`src/rtl/io_test_sequencer.sv`:
```
// Stimulus-and-check harness for a computer's I/O ports: holds the DUT in reset,
// walks a preloaded vector table, checks masked outputs and reports the result.
//
// state | meaning
// ------+--------------------------------------------------------------
// IDLE  | waiting for start after reset
// HOLD  | dut_resetn low, dut_in zero, RESET_CYCLES countdown
// APPLY | table[step].in driven, STEP_CYCLES settle countdown
// CHECK | one cycle; dut_out compared against masked expected values
// DONE  | result held until the next start or reset
module io_test_sequencer #(
  parameter int WIDTH        = 32,
  parameter int NUM_IN       = 2,
  parameter int NUM_OUT      = 2,
  parameter int DEPTH        = 16,
  parameter int RESET_CYCLES = 4,
  parameter int STEP_CYCLES  = 8,
  localparam int AW          = (DEPTH > 1) ? $clog2(DEPTH) : 1
) (
  input  logic                     clock,
  input  logic                     reset,
  input  logic                     ld_we,
  input  logic [AW-1:0]            ld_addr,
  input  logic [NUM_IN*WIDTH-1:0]  ld_in,
  input  logic [NUM_OUT*WIDTH-1:0] ld_exp,
  input  logic [NUM_OUT-1:0]       ld_mask,
  input  logic                     start,
  input  logic [AW:0]              n_steps,
  input  logic [NUM_OUT*WIDTH-1:0] dut_out,
  output logic                     dut_resetn,
  output logic [NUM_IN*WIDTH-1:0]  dut_in,
  output logic                     busy,
  output logic                     done,
  output logic                     pass,
  output logic [7:0]               err_count,
  output logic [AW-1:0]            first_fail
);

  localparam int CMAX = (RESET_CYCLES > STEP_CYCLES) ? RESET_CYCLES : STEP_CYCLES;
  localparam int CW   = (CMAX > 1) ? $clog2(CMAX + 1) : 1;
  localparam logic [AW:0]   DEPTH_W  = (AW+1)'(DEPTH);
  localparam logic [CW-1:0] HOLD_TC  = CW'(RESET_CYCLES - 1);
  localparam logic [CW-1:0] APPLY_TC = CW'(STEP_CYCLES - 1);

  typedef enum logic [2:0] {
    S_IDLE,
    S_HOLD,
    S_APPLY,
    S_CHECK,
    S_DONE
  } state_t;

  state_t state, state_next;

  logic [NUM_IN*WIDTH-1:0]  tbl_in   [0:DEPTH-1];
  logic [NUM_OUT*WIDTH-1:0] tbl_exp  [0:DEPTH-1];
  logic [NUM_OUT-1:0]       tbl_mask [0:DEPTH-1];

  logic [CW-1:0] cnt;
  logic [AW-1:0] step;
  logic [AW-1:0] step_inc;
  logic [AW:0]   n_lat;
  logic          addr_ok;
  logic          step_fail;
  logic          last_step;
  logic          cnt_tc;

  // A power-of-two table is addressed completely by ld_addr; otherwise trim the top.
  generate
    if (DEPTH == (1 << AW)) begin : g_addr_full
      assign addr_ok = 1'b1;
    end else begin : g_addr_part
      assign addr_ok = ({1'b0, ld_addr} < DEPTH_W);
    end
  endgenerate

  always_ff @(posedge clock) begin
    if (ld_we && !busy && addr_ok) begin
      tbl_in[ld_addr]   <= ld_in;
      tbl_exp[ld_addr]  <= ld_exp;
      tbl_mask[ld_addr] <= ld_mask;
    end
  end

  assign step_inc  = step + AW'(1);
  assign cnt_tc    = (cnt == '0);
  assign last_step = ({1'b0, step} == (n_lat - (AW+1)'(1)));

  always_comb begin
    step_fail = 1'b0;
    for (int j = 0; j < NUM_OUT; j++) begin
      if (tbl_mask[step][j] &&
          (dut_out[j*WIDTH +: WIDTH] != tbl_exp[step][j*WIDTH +: WIDTH])) begin
        step_fail = 1'b1;
      end
    end
  end

  always_ff @(posedge clock) begin
    if (reset) begin
      state <= S_IDLE;
    end else begin
      state <= state_next;
    end
  end

  always_comb begin
    state_next = state;
    dut_resetn = 1'b1;
    busy       = 1'b0;
    done       = 1'b0;
    pass       = 1'b0;
    case (state)
      S_IDLE: begin
        if (start) state_next = S_HOLD;
      end
      S_HOLD: begin
        dut_resetn = 1'b0;
        busy       = 1'b1;
        if (cnt_tc) state_next = (n_lat == '0) ? S_DONE : S_APPLY;
      end
      S_APPLY: begin
        busy = 1'b1;
        if (cnt_tc) state_next = S_CHECK;
      end
      S_CHECK: begin
        busy       = 1'b1;
        state_next = last_step ? S_DONE : S_APPLY;
      end
      S_DONE: begin
        done = 1'b1;
        pass = (err_count == 8'd0);
        if (start) state_next = S_HOLD;
      end
      default: state_next = S_IDLE;
    endcase
  end

  always_ff @(posedge clock) begin
    if (reset) begin
      cnt        <= '0;
      step       <= '0;
      n_lat      <= '0;
      err_count  <= 8'd0;
      first_fail <= '0;
      dut_in     <= '0;
    end else begin
      case (state)
        S_IDLE, S_DONE: begin
          if (start) begin
            n_lat      <= (n_steps > DEPTH_W) ? DEPTH_W : n_steps;
            err_count  <= 8'd0;
            first_fail <= '0;
            dut_in     <= '0;
            step       <= '0;
            cnt        <= HOLD_TC;
          end
        end
        S_HOLD: begin
          if (!cnt_tc) begin
            cnt <= cnt - CW'(1);
          end else begin
            cnt  <= APPLY_TC;
            step <= '0;
            if (n_lat != '0) dut_in <= tbl_in[0];
          end
        end
        S_APPLY: begin
          if (!cnt_tc) cnt <= cnt - CW'(1);
        end
        S_CHECK: begin
          if (step_fail) begin
            // err_count is zero only until the first failure, even when saturated
            if (err_count == 8'd0) first_fail <= step;
            if (err_count != 8'hFF) err_count <= err_count + 8'd1;
          end
          if (!last_step) begin
            step   <= step_inc;
            dut_in <= tbl_in[step_inc];
            cnt    <= APPLY_TC;
          end
        end
        default: ;
      endcase
    end
  end

endmodule

```
`config.mk`:
```
export PLATFORM = sky130hd
export DESIGN_NAME = io_test_sequencer
export DESIGN_NICKNAME = d
export VERILOG_FILES = /design/src/rtl/io_test_sequencer.sv
export SDC_FILE = /design/constraint.sdc
export NUM_CORES = 2
export LEC_CHECK = 0
export ABC_AREA = 1
export BUFFER_PORTS_ARGS = -buffer_cell sky130_fd_sc_hd__clkbuf_2
export CAP_MARGIN = 20
export CORE_UTILIZATION = 50
export CTS_CLUSTER_SIZE = 30
export DETAILED_ROUTE_END_ITERATION = 8
export PLACE_DENSITY = 0.75
export SLEW_MARGIN = 20
export SYNTH_ARGS = -nofsm -noshare
export SYNTH_HDL_FRONTEND = slang
export SYNTH_SLANG_ARGS = --single-unit
```
`constraint.sdc`:
```
create_clock -name clock -period 9.8 [get_ports clock]
set_input_delay 0.98 -clock clock [delete_from_list [all_inputs] [get_ports clock]]
set_output_delay 0.98 -clock clock [all_outputs]
set_load 0.05 [all_outputs]
```
==> summary.md <==
| Metric | Value |
|---|---|
| Post-synth ARST share | `0` |
| Kind of critical path | `register to register` |
| CTS buffer count | `209` |
| # IOs | `~290` |
| Syn nets | `about 7,500` |
| Share of cells above drive strength 1 | `0.09446` |
| Hold Fails Final Rpt | `0` |
| Clock-pin slew of the registers on the worst-case setup and hold paths | `around 0.07 ns` |
| Global route total overflow | `0` |
| Logic gate share of total power | `0.133` |
| Max-cap violations | `0` |
| Initial core utilization | `0.5042` |
| Distinct cells, synth | `40` |
| Reg2Reg Depth | `21` |
| Fmax | `between 0.15 and 0.2 GHz` |
| First-pass GRT wire length | `between 300,000 and 400,000 microns` |
| Main combinational cell family by area after synthesis | `simple AND/OR/NAND/NOR gates` |
| Worst vdd ir | `roughly 260 uV` |
| Setup_tns | `0 ns` |
| Synth Area in Simple Gates | `0.1297` |
| Post-route ant nets | `0` |
| Height of the die | `421.1 microns` |
| Crit path capture type | `register` |
| Post-route DRC | `0` |
| Synth top area share | `0.7112` |
| WP data arrival | `6.14 ns` |
| Routed WL per cell | `roughly 24 microns` |
| Largest net degree at the start of global routing | `roughly 260` |
| Tot Pwr | `0.02165 W` |
| CTS Hold Bufs | `0` |
| Register area share after synthesis | `0.7330` |
| P_sw | `roughly 0.0059 W` |
| # port buffers | `286` |
| HP Start | `n_steps[2]` |
| # Post-CTS Setup Buffers | `0` |
| Die area | `between 150,000 and 200,000 sq um` |
| Pre-antenna DRT Iters | `8` |
| Row count | `approximately 150` |
| Clk buf depth | `3` |
| Layout area overhead | `11.62%` |
| Via Count | `around 59,000` |
| Post-synthesis xor/xnor area fraction | `0.0008975` |
| CTS tree | `built` |
| Complex-gate fraction of the synthesized area | `0.09438` |
| CTS H-Tree Depth | `4` |
| Area share of fa/ha/maj cells after synthesis | `0.0009972` |
| Ys Warns | `0` |
| Placeable Area | `around 170,000 sq um` |
| Worst slew pin tran | `between 1 and 1.5 ns` |
| Hold endpoint | `n_lat[2]$_SDFFE_PP0P_` |
| Initial DRC count | `around 7,700` |
| Max-slew violations | `0` |
| Hold path cells | `3` |
| Vias in the first global route | `57,050` |
| CP required | `around 11 ns` |
| Gr usage total | `0.2618` |
| Post-Route WL | `~240,000 microns` |
| CTS root buf | `clkbuf_16` |
| Proportion of synthesized area in mux cells | `0` |
| Clock network fraction of total power | `0.372` |
| Post_cts resized | `0` |
| RSZ-0062 raised after global routing | `no` |
| Pleak | `between 30 and 40 nW` |
| Top-count cell post-synth | `edfxtp_1` |
| FF+latch count, synth | `approximately 2,200` |
| Pwr/cell area | `around 220 nW/um^2` |
| Post-layout net count | `7,580` |
| Synthesized area | `87,830 sq um` |
| Antenna violations before repair | `44` |
| Dominant cells by area after synthesis | `edfxtp_1, nand2_1, o21ai_0` |
| HPWL reported at the end of detailed placement | `around 120,000 microns` |
| Placer congestion estimate | `0.7973` |
| Vias per cell | `6.009` |
| Int Pwr | `roughly 0.016 W` |
| Final setup violating endpoints | `0` |
| Post-synth top area cell | `edfxtp_1` |
| Synth Flop Type | `edfxtp_1` |
| CP Max Fanout | `204` |
| RR Endpoint | `err_count[5]$_SDFFE_PP0P_` |
| Status | `finished clean` |
| Die width | `roughly 420 microns` |
| Sw frac | `0.2721` |
| Number of enable-type register cells in the synthesized netlist | `roughly 2,100` |
| Clock sinks | `between 2,000 and 2,500` |
| Sequential share of power | `0.496` |
| Synthesized area per cell | `approximately 12 sq um` |
| Clock skew | `about 0.027 ns` |
| Worst Hold Class | `input pin to register` |
| Tmin final | `5.390 ns` |
| Final period util | `0.5500` |
| Startpoint types | `register` |
| Setup slack, reg-to-reg | `between 4 and 5 ns` |
| Commonest cells post-synth | `edfxtp_1, nand2_1, nor2_1` |
| Syn Inst Count | `approximately 7,300` |
| Clk Latency, worst-skew pair | `0.86 ns` |
| Worst relative slew slack | `0.2248` |
registers in the layout, summed over array words and instances (netlist names), 5 cells and up, named ones only:
register,count
tbl_mask,32
n_lat,5
tbl_exp,1024
dut_in,64
err_count,8
tbl_in,1024
placed cells by master, fill, tap and decap left out, types with 6 or more instances in the layout:
cell,count
clkinv_8,6
diode_2,24
clkbuf_1,39
a221oi_1,63
clkbuf_2,285
o211ai_1,91
nand2_1,1143
clkinvlp_4,10
o21ai_0,823
clkbuf_8,7
ha_1,6
edfxtp_1,2080
nor2_4,18
buf_4,62
nand3b_1,28
clkbuf_16,210
dfxtp_1,91
nor3_1,9
nand3_1,567
nor2_1,1032
clkinv_1,47
o21ai_1,39
a21oi_1,35
bufinv_16,20
inv_1,387
buf_12,16
a211oi_1,69
o221ai_1,128
clkinv_2,48
o22ai_1,134
critical path, cell delays in order (launching register included):
cell     delay (ns)
dfxtp_4        0.86
buf_4          0.80
buf_12         0.56
nor2_1         0.11
nor2_1         0.11
o21ai_0        0.10
nand3_1        0.14
nand3_1        0.11
nand2_1        0.09
nand2_1        0.05
nand2_1        0.10
nand2_1        0.06
nor2_1         0.45
nand2_1        0.12
nor2_1         0.13
nand2_1        0.09
nand2_1        0.14
nand3_2        0.30
nand2_2        0.32
nand2_1        0.09
nand2_1        0.07
nor2_1         0.05
layer usage:
layer	share of wire	track usage	up-vias
li1	-	-	26260
met1	0.36	0.3303	29120
met2	0.49	0.4389	3448
met3	0.097	0.04336	612
met4	0.045	0.1299	30
met5	0.00080	0	-
logic make-up after synthesis:
logic type                 count (synthesis)
buffers and inverters                    868
xor gates and xnor gates                   9
AOI/OAI and AO/OA                       1393
and+or+nand+nor                         2808
adders and majority gates                  7
DFF                                     2176
stage by stage:
| step | util | cells | area, sq um | hold slack (ns) | setup slack (ns) |
|---|---|---|---|---|---|
| floorplan | - | 7261 | 87830 | 0.4453 | 2.418 |
| global placement | 0.5228 | 9478 | 91070 | 0.4447 | 4.516 |
| detailed placement | 0.5228 | 9478 | 91070 | 0.4429 | 4.389 |
| CTS | 0.5621 | 9871 | 97920 | 0.3240 | 4.388 |
| global route | 0.5627 | 9891 | 98020 | 0.3703 | 4.092 |
| finish | 0.5627 | 9897 | 98030 | 0.3649 | 4.410 |
power by group through the flow:
stage | Clock [W] | Sequential, W | Combinational, W
2_1_floorplan | 0 | 0.0114 | 0.00135
3_3_place_gp | 0 | 0.0109 | 0.00278
3_5_place_dp | 0 | 0.0109 | 0.00284
4_1_cts | 0.00810 | 0.0107 | 0.00286
5_1_grt | 0.00845 | 0.0108 | 0.00306
6_report | 0.00805 | 0.0107 | 0.00287
worst max path at each step:
stage / startpoint / endpoint / cells past startpoint
after floorplan: ld_we / tbl_exp[0][0]$_DFFE_PP_ / 4
after global placement: register / err_count[4]$_SDFFE_PP0P_ / 21
after detailed placement: register / err_count[4]$_SDFFE_PP0P_ / 21
after CTS: register / err_count[4]$_SDFFE_PP0P_ / 21
after global routing: register / err_count[6]$_SDFFE_PP0P_ / 21
final: register / err_count[5]$_SDFFE_PP0P_ / 21
cell type report:
cell class                      count  area (sq um)
Clock inverter                    137          1348
Tap cell                         2325          2909
Sequential cell                  2176         64400
Inverter                          397          1534
Clock buffer                      256          5498
Fill cell                       13670         76170
Antenna cell                       24         60.06
Timing Repair Buffer              365          2251
Multi-Input combinational cell   4217         20030
Note: power is estimated with default switching activity, not from simulation.
